### config.mk
export PLATFORM = sky130hd
export DESIGN_NAME = wave_channel_scheduler_flat
export DESIGN_NICKNAME = d
export VERILOG_FILES = /design/src/rtl/wave_channel_scheduler_if.sv /design/src/rtl/wave_channel_scheduler.sv /design/src/flat_wrapper.sv
export SDC_FILE = /design/constraint.sdc
export NUM_CORES = 1
export LEC_CHECK = 0
export CAP_MARGIN = 20
export CORE_MARGIN = 1
export CORE_UTILIZATION = 40
export DETAILED_ROUTE_END_ITERATION = 16
export PLACE_DENSITY = 0.6
export SLEW_MARGIN = 15
export SYNTH_ARGS = -nofsm -noshare
export SYNTH_HDL_FRONTEND = slang
export SYNTH_SLANG_ARGS = --single-unit
### constraint.sdc
create_clock -name clk_i -period 4.7 [get_ports clk_i]
set_input_delay 0.47 -clock clk_i [delete_from_list [all_inputs] [get_ports clk_i]]
set_output_delay 0.47 -clock clk_i [all_outputs]
set_load 0.02 [all_outputs]
### src/rtl/wave_channel_scheduler_if.sv
// Request/response bus between the channel scheduler and the shared CORDIC core.
// The scheduler side is the master: it issues angle/amplitude with a start
// strobe and receives the core's result with a valid strobe.
`timescale 1ns/1ps
interface wave_channel_scheduler_if #(
  parameter int N_FRAC = 7
);
  logic              core_start;
  logic [N_FRAC:0]   core_phase;
  logic [N_FRAC:0]   core_amp;
  logic              core_valid;
  logic [N_FRAC:0]   core_data;

  modport master (
    output core_start,
    output core_phase,
    output core_amp,
    input  core_valid,
    input  core_data
  );

  modport slave (
    input  core_start,
    input  core_phase,
    input  core_amp,
    output core_valid,
    output core_data
  );
endinterface

### src/rtl/wave_channel_scheduler.sv
// Time-multiplexes one CORDIC core among NUM_CH tone channels. Each sample
// tick walks the enabled channels in ascending order: advance the channel's
// phase accumulator, hand angle and amplitude to the core, wait (bounded) for
// the result and publish it tagged with the channel index.
`timescale 1ns/1ps
module wave_channel_scheduler #(
  parameter int  NUM_CH  = 4,
  parameter int  N_FRAC  = 7,
  parameter int  TIMEOUT = 64,
  localparam int W       = N_FRAC + 1,
  localparam int CH_W    = $clog2(NUM_CH)
) (
  input  logic                clk_i,
  input  logic                rst_i,
  input  logic                tick_i,
  input  logic [NUM_CH-1:0]   enable_i,
  input  logic                cfg_we_i,
  input  logic [CH_W-1:0]     cfg_ch_i,
  input  logic [1:0]          cfg_sel_i,
  input  logic [W-1:0]        cfg_data_i,
  wave_channel_scheduler_if.master core_bus,
  output logic [W-1:0]        sample_o,
  output logic [CH_W-1:0]     sample_ch_o,
  output logic                sample_valid_o,
  output logic                frame_done_o,
  output logic                busy_o,
  input  logic                status_clr_i,
  output logic                overrun_o,
  output logic                timeout_o
);

  // Pointer must be able to hold NUM_CH (one past the last channel).
  localparam int PTR_W = CH_W + 1;
  localparam int CNT_W = $clog2(TIMEOUT + 1);

  typedef enum logic [1:0] {
    S_IDLE = 2'd0,
    S_SCAN = 2'd1,
    S_WAIT = 2'd2
  } state_e;

  state_e              state_q, state_d;
  logic [NUM_CH-1:0]   mask_q, mask_d;
  logic [PTR_W-1:0]    ptr_q, ptr_d;
  logic [CH_W-1:0]     ch_q, ch_d;
  logic [CNT_W-1:0]    cnt_q, cnt_d;

  logic [W-1:0]        inc_q [NUM_CH];
  logic [W-1:0]        amp_q [NUM_CH];
  logic [W-1:0]        acc_q [NUM_CH];

  logic                start_q, start_d;
  logic [W-1:0]        phase_q, phase_d;
  logic [W-1:0]        ampo_q, ampo_d;
  logic [W-1:0]        sample_q, sample_d;
  logic [CH_W-1:0]     sample_ch_q, sample_ch_d;
  logic                sample_valid_q, sample_valid_d;
  logic                frame_done_q, frame_done_d;
  logic                busy_q, busy_d;
  logic                overrun_q, overrun_d;
  logic                timeout_q, timeout_d;

  logic [NUM_CH-1:0]   cand_s;
  logic                found_s;
  logic [CH_W-1:0]     sel_ch_s;
  logic [W-1:0]        sum_s;
  logic [CNT_W-1:0]    cnt_inc_s;
  logic                acc_upd_s;
  logic                overrun_ev_s;
  logic                timeout_ev_s;

  // Pick the lowest enabled channel at or above the scan pointer.
  always_comb begin
    cand_s   = '0;
    sel_ch_s = '0;
    for (int i = NUM_CH - 1; i >= 0; i--) begin
      cand_s[i] = mask_q[i] & (PTR_W'(i) >= ptr_q);
      sel_ch_s  = cand_s[i] ? CH_W'(i) : sel_ch_s;
    end
    found_s   = |cand_s;
    sum_s     = acc_q[sel_ch_s] + inc_q[sel_ch_s];
    cnt_inc_s = cnt_q + CNT_W'(1'b1);
  end

  // Frame sequencing: next state, core request and published sample.
  always_comb begin
    state_d        = state_q;
    mask_d         = mask_q;
    ptr_d          = ptr_q;
    ch_d           = ch_q;
    cnt_d          = cnt_q;
    start_d        = 1'b0;
    phase_d        = phase_q;
    ampo_d         = ampo_q;
    sample_d       = sample_q;
    sample_ch_d    = sample_ch_q;
    sample_valid_d = 1'b0;
    frame_done_d   = 1'b0;
    acc_upd_s      = 1'b0;
    overrun_ev_s   = 1'b0;
    timeout_ev_s   = 1'b0;
    case (state_q)
      S_IDLE: begin
        if (tick_i) begin
          mask_d = enable_i;
          ptr_d  = '0;
          if (enable_i == '0) begin
            frame_done_d = 1'b1;
          end else begin
            state_d = S_SCAN;
          end
        end else begin
          state_d = S_IDLE;
        end
      end
      S_SCAN: begin
        overrun_ev_s = tick_i;
        if (!found_s) begin
          frame_done_d = 1'b1;
          state_d      = S_IDLE;
        end else begin
          ch_d      = sel_ch_s;
          acc_upd_s = 1'b1;
          phase_d   = sum_s;
          ampo_d    = amp_q[sel_ch_s];
          start_d   = 1'b1;
          cnt_d     = '0;
          state_d   = S_WAIT;
        end
      end
      S_WAIT: begin
        overrun_ev_s = tick_i;
        cnt_d        = cnt_inc_s;
        if (core_bus.core_valid) begin
          sample_d       = core_bus.core_data;
          sample_ch_d    = ch_q;
          sample_valid_d = 1'b1;
          ptr_d          = PTR_W'(ch_q) + PTR_W'(1'b1);
          state_d        = S_SCAN;
        end else if (cnt_inc_s == CNT_W'(TIMEOUT)) begin
          timeout_ev_s = 1'b1;
          ptr_d        = PTR_W'(ch_q) + PTR_W'(1'b1);
          state_d      = S_SCAN;
        end else begin
          state_d = S_WAIT;
        end
      end
      default: begin
        state_d = S_IDLE;
      end
    endcase
    busy_d = (state_d != S_IDLE);
  end

  // Sticky status flags; a new event beats a simultaneous clear.
  always_comb begin
    if (overrun_ev_s) begin
      overrun_d = 1'b1;
    end else if (status_clr_i) begin
      overrun_d = 1'b0;
    end else begin
      overrun_d = overrun_q;
    end
    if (timeout_ev_s) begin
      timeout_d = 1'b1;
    end else if (status_clr_i) begin
      timeout_d = 1'b0;
    end else begin
      timeout_d = timeout_q;
    end
  end

  // FSM state and registered outputs.
  always_ff @(posedge clk_i or posedge rst_i) begin
    if (rst_i) begin
      state_q        <= S_IDLE;
      mask_q         <= '0;
      ptr_q          <= '0;
      ch_q           <= '0;
      cnt_q          <= '0;
      start_q        <= 1'b0;
      phase_q        <= '0;
      ampo_q         <= '0;
      sample_q       <= '0;
      sample_ch_q    <= '0;
      sample_valid_q <= 1'b0;
      frame_done_q   <= 1'b0;
      busy_q         <= 1'b0;
      overrun_q      <= 1'b0;
      timeout_q      <= 1'b0;
    end else begin
      state_q        <= state_d;
      mask_q         <= mask_d;
      ptr_q          <= ptr_d;
      ch_q           <= ch_d;
      cnt_q          <= cnt_d;
      start_q        <= start_d;
      phase_q        <= phase_d;
      ampo_q         <= ampo_d;
      sample_q       <= sample_d;
      sample_ch_q    <= sample_ch_d;
      sample_valid_q <= sample_valid_d;
      frame_done_q   <= frame_done_d;
      busy_q         <= busy_d;
      overrun_q      <= overrun_d;
      timeout_q      <= timeout_d;
    end
  end

  // Per-channel registers; an accumulator load overrides the scan update.
  always_ff @(posedge clk_i or posedge rst_i) begin
    if (rst_i) begin
      for (int i = 0; i < NUM_CH; i++) begin
        inc_q[i] <= '0;
        amp_q[i] <= '0;
        acc_q[i] <= '0;
      end
    end else begin
      for (int i = 0; i < NUM_CH; i++) begin
        if (cfg_we_i && (cfg_ch_i == CH_W'(i)) && (cfg_sel_i == 2'd0)) begin
          inc_q[i] <= cfg_data_i;
        end
        if (cfg_we_i && (cfg_ch_i == CH_W'(i)) && (cfg_sel_i == 2'd1)) begin
          amp_q[i] <= cfg_data_i;
        end
        if (cfg_we_i && (cfg_ch_i == CH_W'(i)) && (cfg_sel_i == 2'd2)) begin
          acc_q[i] <= cfg_data_i;
        end else if (acc_upd_s && (sel_ch_s == CH_W'(i))) begin
          acc_q[i] <= sum_s;
        end
      end
    end
  end

  assign core_bus.core_start = start_q;
  assign core_bus.core_phase = phase_q;
  assign core_bus.core_amp   = ampo_q;
  assign sample_o            = sample_q;
  assign sample_ch_o         = sample_ch_q;
  assign sample_valid_o      = sample_valid_q;
  assign frame_done_o        = frame_done_q;
  assign busy_o              = busy_q;
  assign overrun_o           = overrun_q;
  assign timeout_o           = timeout_q;

endmodule

### src/flat_wrapper.sv
// flat-port wrapper written by rule: the top's interface ports become plain ports
module wave_channel_scheduler_flat 
#(
  parameter int  NUM_CH  = 4,
  parameter int  N_FRAC  = 7,
  parameter int  TIMEOUT = 64,
  localparam int W       = N_FRAC + 1,
  localparam int CH_W    = $clog2(NUM_CH)
)
  (clk_i, rst_i, tick_i, enable_i, cfg_we_i, cfg_ch_i, cfg_sel_i, cfg_data_i, sample_o, sample_ch_o, sample_valid_o, frame_done_o, busy_o, status_clr_i, overrun_o, timeout_o, core_bus_core_start, core_bus_core_phase, core_bus_core_amp, core_bus_core_valid, core_bus_core_data);
  wave_channel_scheduler_if #(.N_FRAC(N_FRAC)) core_bus_i ();
  input  logic clk_i;
  input  logic rst_i;
  input  logic tick_i;
  input  logic [NUM_CH-1:0] enable_i;
  input  logic cfg_we_i;
  input  logic [CH_W-1:0] cfg_ch_i;
  input  logic [1:0] cfg_sel_i;
  input  logic [W-1:0] cfg_data_i;
  output logic [W-1:0] sample_o;
  output logic [CH_W-1:0] sample_ch_o;
  output logic sample_valid_o;
  output logic frame_done_o;
  output logic busy_o;
  input  logic status_clr_i;
  output logic overrun_o;
  output logic timeout_o;
  output wire logic [$bits(core_bus_i.core_start)-1:0] core_bus_core_start;
  output wire logic [$bits(core_bus_i.core_phase)-1:0] core_bus_core_phase;
  output wire logic [$bits(core_bus_i.core_amp)-1:0] core_bus_core_amp;
  input wire logic [$bits(core_bus_i.core_valid)-1:0] core_bus_core_valid;
  input wire logic [$bits(core_bus_i.core_data)-1:0] core_bus_core_data;
  assign core_bus_core_start = core_bus_i.core_start;
  assign core_bus_core_phase = core_bus_i.core_phase;
  assign core_bus_core_amp = core_bus_i.core_amp;
  assign core_bus_i.core_valid = core_bus_core_valid;
  assign core_bus_i.core_data = core_bus_core_data;
  wave_channel_scheduler #(.NUM_CH(NUM_CH), .N_FRAC(N_FRAC), .TIMEOUT(TIMEOUT)) u_core (.clk_i(clk_i), .rst_i(rst_i), .tick_i(tick_i), .enable_i(enable_i), .cfg_we_i(cfg_we_i), .cfg_ch_i(cfg_ch_i), .cfg_sel_i(cfg_sel_i), .cfg_data_i(cfg_data_i), .core_bus(core_bus_i), .sample_o(sample_o), .sample_ch_o(sample_ch_o), .sample_valid_o(sample_valid_o), .frame_done_o(frame_done_o), .busy_o(busy_o), .status_clr_i(status_clr_i), .overrun_o(overrun_o), .timeout_o(timeout_o));
endmodule
==> results of run 1 <==
cell usage after synthesis, drive strengths merged (9+ instances only):
cell,count
nand2,103
a31oi,16
a311oi,9
o21ai,50
a21o,14
buf,12
nor3,9
mux2i,28
inv,17
clkbuf,25
dfrtp,146
ha,13
and2,21
mux2,79
a21oi,18
a211oi,23
nor2,22
worst max-delay path: cells and delay by family (launching register included):
kind,cells,cell delay [ns]
compound gates,7,1.50
fa+ha+maj,2,0.59
buf+inv,1,0.06
flops,1,0.45
simple gates,4,1.25
metal layers:
layer,vias to the layer above,share of wire,track usage
met5,-,0,0
met4,0,0.018,0.0836
met3,30,0.043,0.0415
met2,149,0.50,0.349
met1,2756,0.44,0.257
li1,2544,-,-
metrics by stage:
stage / util / hold slack [ns] / worst slack (ns)
after floorplan: - / 0.471 / 0.307
after global placement: 0.454 / 0.462 / 1.00
after detailed placement: 0.454 / 0.465 / 0.747
after CTS: 0.487 / 0.478 / 0.725
after global routing: 0.488 / 0.493 / 0.222
final: 0.488 / 0.477 / 0.678
registers in the layout (all words and copies together), names as in the netlist, 2 cells and up:
| name | count |
|---|---|
| u_core.core_bus.core_amp | 8 |
| u_core.sample_ch_o | 2 |
| u_core.cnt_q | 7 |
| u_core.amp_q | 32 |
| u_core.ch_q | 2 |
| u_core.inc_q | 32 |
| u_core.core_bus.core_phase | 8 |
| u_core.acc_q | 32 |
| u_core.ptr_q | 3 |
| u_core.state_q | 2 |
| u_core.mask_q | 4 |
| u_core.sample_o | 8 |
worst paths after layout:
| kind | to | slack [ns] |
|---|---|---|
| setup / recovery | u_core.core_bus.core_phase[6] | 0.68 |
| hold / removal | u_core.core_bus.core_amp[5] | 0.48 |
| setup reg to reg | u_core.core_bus.core_phase[6] | 0.68 |
| hold reg to reg | u_core.core_bus.core_amp[5] | 0.48 |
| max in group asynchronous | u_core.amp_q[22] | 3.17 |
| min in group asynchronous | u_core.sample_o[5] | 0.59 |
logic make-up (layout without fill, tap and decap cells):
kind of cell,Yosys count,count (layout),synth area share
compound gates,155,155,0.141
xor+xnor,9,9,0.0108
fa+ha+maj,14,14,0.0250
mux,107,107,0.160
buf+inv,54,121,0.0302
flops,146,146,0.501
simple gates,197,197,0.132
final cells by class:
class                   instances  area, sq um
clock inverters                 8          128
multi-input cells             482         3420
repair buffers                 73          701
fillers                      1632         9170
well taps                     229          287
clock buffers                  23          468
inverters                      17         68.8
flip-flops and latches        146         3650
==> summary.md, run 1 <==
| Metric | Value |
|---|---|
| Status | completed |
| Postcts setup bufs | 0 |
| Min-delay src | u_core.core_bus.core_amp[5] |
| Core Area | 0.0179 sq mm |
| Final ANT Viol Nets | 0 |
| Post-route insts no fill | 978 |
| Ys Warns | 0 |
| Sequential area share after synthesis | 0.501 |
| # DRC | 0 |
| Commonest non-fill, non-tap cell in the layout | dfrtp_1 |
| Most frequent cells in the layout | 146 x dfrtp_1, 103 x nand2_1, 79 x mux2_2 |
| Die width | 137 um |
| CP max stage delay | 0.56 ns |
| Final hold violations | 0 |
| Top area cells in the synthesized netlist | dfrtp_1 50%, mux2_2 12%, nand2_1 5.3%, mux2i_1 3.8%, o21ai_0 2.6% |
| Layout Nets | 781 |
| First-pass GRT wire length | 29.1 mm |
| Hold buffer count at cts | 0 |
| # rows | 49 |
| Register bit total from synthesis | 146 |
| Synth unique cells | 56 |
| Cells after Synth | 682 |
| Clock buffers created by TritonCTS | 17 |
| CTS-repair resized insts | 0 |
| Worst EP arrival | 4.29 ns |
| Part of the cycle the worst path needs | 0.856 |
| Reg2reg path depth | 14 |
| Initial core utilization | 0.408 |
| WL per Instance | 18.6 um |
| CTS tree | built |
| Vias | 5479 |
| Clock Skew | 0.0102 ns |
| Root Buffer | clkbuf_16 |
| Rel. slew slack | 0.246 |
| Vias in the first global route | 5613 |
| CP Launch Type | register |
| Clock latency on the worst-skew pair | 0.42 ns |
| CP Class | reg2reg |
| Hpwl dp | 12.8 mm |
| Final setup viols | 0 |
| Crit end category | register |
| CP Max Fanout | 15 |
| Critical Path RT | 4.97 ns |
| Antenna diodes | 0 |
| Synth Area per Inst | 10.7 sq um |
| PortBufs | 61 |
| Fmax | 249 MHz |
| Crit path top cell by count | o21ai_0 |
| CTS max path bufs | 2 |
| CTS clk-pin slew, worst paths | 0.06 ns |
| Worst Tran Pin Value | 1.13 ns |
| Mapped cell area | 0.00730 sq mm |
| Post-Syn Nets | 726 |
| Via density | 5.60 |
| DRT Wirelength | 18.2 mm |
| Initial antenna violation count | 0 |
| Yosys top cell by area | dfrtp_1 |
| Area Growth Syn to Fin | 19.6% |
| RePlAce Congestion | 0.856 |
| Hold depth | 1 |
| Final Cell Area | 0.00873 sq mm |
| Grt ovf | 0 |
| Total track usage | 0.207 |
| H-tree depth | 4 |
| Placed cell count | 946 |
| I/O Pins | 62 |
| Dominant synthesized flop cell | dfrtp_1 |
| Critical Path Start | u_core.ptr_q[2] |
| R2R Path Start | u_core.ptr_q[2] |
| Drt pass-1 iters | 5 |
| Number of synthesized flops with an enable pin | 0 |
| Min Tclk post-route | 4.02 ns |
| Min-Delay Path Class | reg2reg |
| Async SR Flop Fraction | 1.00 |
| Largest net degree at the start of global routing | 90 |
| Ratio of cells with drive above 1 in the final layout | 0.171 |
| DP Area | 0.00813 sq mm |
| Clock Sinks | 146 |
| Slowest CP cell | nand2b_1 |
| Worst-path cell chain | nor2_1 > o21ai_0 > nand2b_1 > a211oi_1 > a31oi_1 > ha_1 > inv_1 > fa_1 > nor2b_1 > o21a_1 > o21ai_0 > nor4b_1 > a2111oi_2 > o21ai_0 |
| Fin Setup TNS | 0 ns |
| Slew Viols, Final | 0 |
| Synth top area share | 0.501 |
| Max_cap viols | 0 |
| RSZ-0062 raised after global routing | no |
| Full die area | 0.0188 sq mm |
| Number of DRC markers in iteration 0 | 310 |
| Die height | 137 um |
Power of run 1 is left out: the tool's default activity adds up to more than one toggle a clock period on the data nets, which glitch-free logic cannot reach.
==> run 2, diff against run 1 <==
PLACE_DENSITY = unset   (was 0.6)
REMOVE_ABC_BUFFERS = 1   (was unset)
SKIP_CTS_REPAIR_TIMING = 1   (was unset)
==> run 2 against run 1 <==
Critical path depth shrank 1. Worst hold slack lost 0.00082 ns. Worst setup slack lost 0.12 ns. Clock skew grew 0.0018 ns. Global-route usage grew 0.84 points. First-iteration DRC count grew 18%. Die area is the same. Non-clock buffer count is the same. Critical endpoint is now u_core.acc_q[6]. Register-to-register slack lost 0.12 ns.
==> summary.md, run 2 (synthesized netlist as in run 1, its figures left out) <==
| Metric | Value |
|---|---|
| Final ANT Viol Nets | 0 |
| Total track usage | 0.215 |
| Placed cell count | 946 |
| Crit end category | register |
| DRT Wirelength | 18.6 mm |
| H-tree depth | 4 |
| Slew Viols, Final | 0 |
| Hpwl dp | 12.4 mm |
| Area Growth Syn to Fin | 19.9% |
| RSZ-0062 raised after global routing | no |
| Hold WS | 0.476 ns |
| CTS max path bufs | 2 |
| Post-route insts no fill | 979 |
| # rows | 49 |
| Min Tclk post-route | 4.14 ns |
| Critical Path RT | 4.97 ns |
| CTS clk-pin slew, worst paths | 0.07 ns |
| Die height | 137 um |
| Worst Tran Pin Value | 1.07 ns |
| Largest net degree at the start of global routing | 70 |
| Fin Setup TNS | 0 ns |
| Grt ovf | 0 |
| Layout Nets | 781 |
| PortBufs | 61 |
| Vias in the first global route | 5476 |
| Status | completed |
| CP Launch Type | register |
| First-pass GRT wire length | 30.2 mm |
| Worst EP arrival | 4.41 ns |
| Clock latency on the worst-skew pair | 0.43 ns |
| FF+latch area | 0.00365 sq mm |
| CTS tree | built |
| Drt pass-1 iters | 7 |
| # DRC | 0 |
| Final setup viols | 0 |
| Root Buffer | clkbuf_16 |
| RePlAce Congestion | 0.853 |
| Vias | 5484 |
| Most frequent cells in the layout | 146 x dfrtp_1, 103 x nand2_1, 79 x mux2_2 |
| Full die area | 0.0188 sq mm |
| Antenna diodes | 0 |
| Clock Sinks | 146 |
| Core Area | 0.0179 sq mm |
| Via density | 5.60 |
| WL per Instance | 19.0 um |
| Area of the multi-input gates | 0.00342 sq mm |
| Initial core utilization | 0.408 |
| Rel. slew slack | 0.286 |
| Ratio of cells with drive above 1 in the final layout | 0.177 |
| Final hold violations | 0 |
| Number of DRC markers in iteration 0 | 365 |
| I/O Pins | 62 |
| Clock Skew | 0.0121 ns |
| Fill count | 1612 |
| Part of the cycle the worst path needs | 0.882 |
| Initial antenna violation count | 0 |
| CP Max Fanout | 18 |
| Biggest regs | u_core.acc_q (32), u_core.amp_q (32), u_core.inc_q (32) |
| Fmax | 241 MHz |
| Commonest non-fill, non-tap cell in the layout | dfrtp_1 |
| Clock buffers created by TritonCTS | 17 |
| Die width | 137 um |
| Max_cap viols | 0 |
| CP Class | reg2reg |
| Min-Delay Path Class | reg2reg |
==> run 2: final cells by class <==
| class | instances | area share |
|---|---|---|
| sequential | 146 | 0.418 |
| multi-input combinational | 482 | 0.391 |
| timing repair buffer | 73 | 0.0801 |
| clock buffer | 17 | 0.0486 |
| tap | 229 | 0.0328 |
| clock inverter | 15 | 0.0215 |
| inverter | 17 | 0.00787 |
==> run 2: path summary, 6_finish.rpt <==
path                                                  start                     endpoint  slack (ns)  cells past startpoint
worst max-delay path                        u_core.ptr_q[2]              u_core.acc_q[6]        0.56                     13
worst min-delay path            u_core.core_bus.core_amp[4]  u_core.core_bus.core_amp[4]        0.48                      1
worst min register to register  u_core.core_bus.core_amp[4]  u_core.core_bus.core_amp[4]        0.48                      1
max in group asynchronous                             rst_i             u_core.amp_q[27]        3.21                      3
min in group asynchronous                             rst_i              u_core.cnt_q[6]        0.52                      2
worst max register to register              u_core.ptr_q[2]              u_core.acc_q[6]        0.56                     13
==> run 2: stage by stage <==
step / cell area, sq um / utilization / worst slack, ns
finish: 8750 / 0.489 / 0.556
global route: 8750 / 0.489 / 0.134
CTS: 8740 / 0.488 / 0.649
detailed placement: 8130 / 0.454 / 0.729
global placement: 8130 / 0.454 / 0.933
floorplan: 7140 / - / 0.307
==> run 2: critical path, cell delays in order (launching register included) <==
cell,delay [ns]
dfrtp_1,0.44
nor2_1,0.38
o21ai_0,0.29
nand2b_1,0.53
buf_4,0.34
a211oi_1,0.08
a31oi_1,0.19
ha_1,0.31
nor2b_1,0.16
o21a_1,0.17
o21ai_0,0.20
a21oi_1,0.11
a2111oi_2,0.59
o21ai_0,0.20
==> run 2: per-layer routing <==
layer | track usage | vias up | part of all wire
met5 | 0 | - | 0
met4 | 0.0665 | 0 | 0.018
met3 | 0.0448 | 22 | 0.051
met2 | 0.337 | 176 | 0.47
met1 | 0.297 | 2741 | 0.46
li1 | - | 2545 | -
Power of run 2 is left out for the same reason.
==> run 3, diff against run 2 <==
==> constraint.sdc (replaced) <==
create_clock -name clk_i -period 4.7 [get_ports clk_i]
set_input_delay 0.47 -clock clk_i [delete_from_list [all_inputs] [get_ports clk_i]]
set_output_delay 0.47 -clock clk_i [all_outputs]
set_load 0.05 [all_outputs]
==> results of run 3 <==
The final DEF is identical to that of run 2; final timing and power are the same.
Power of run 3 is left out for the same reason.
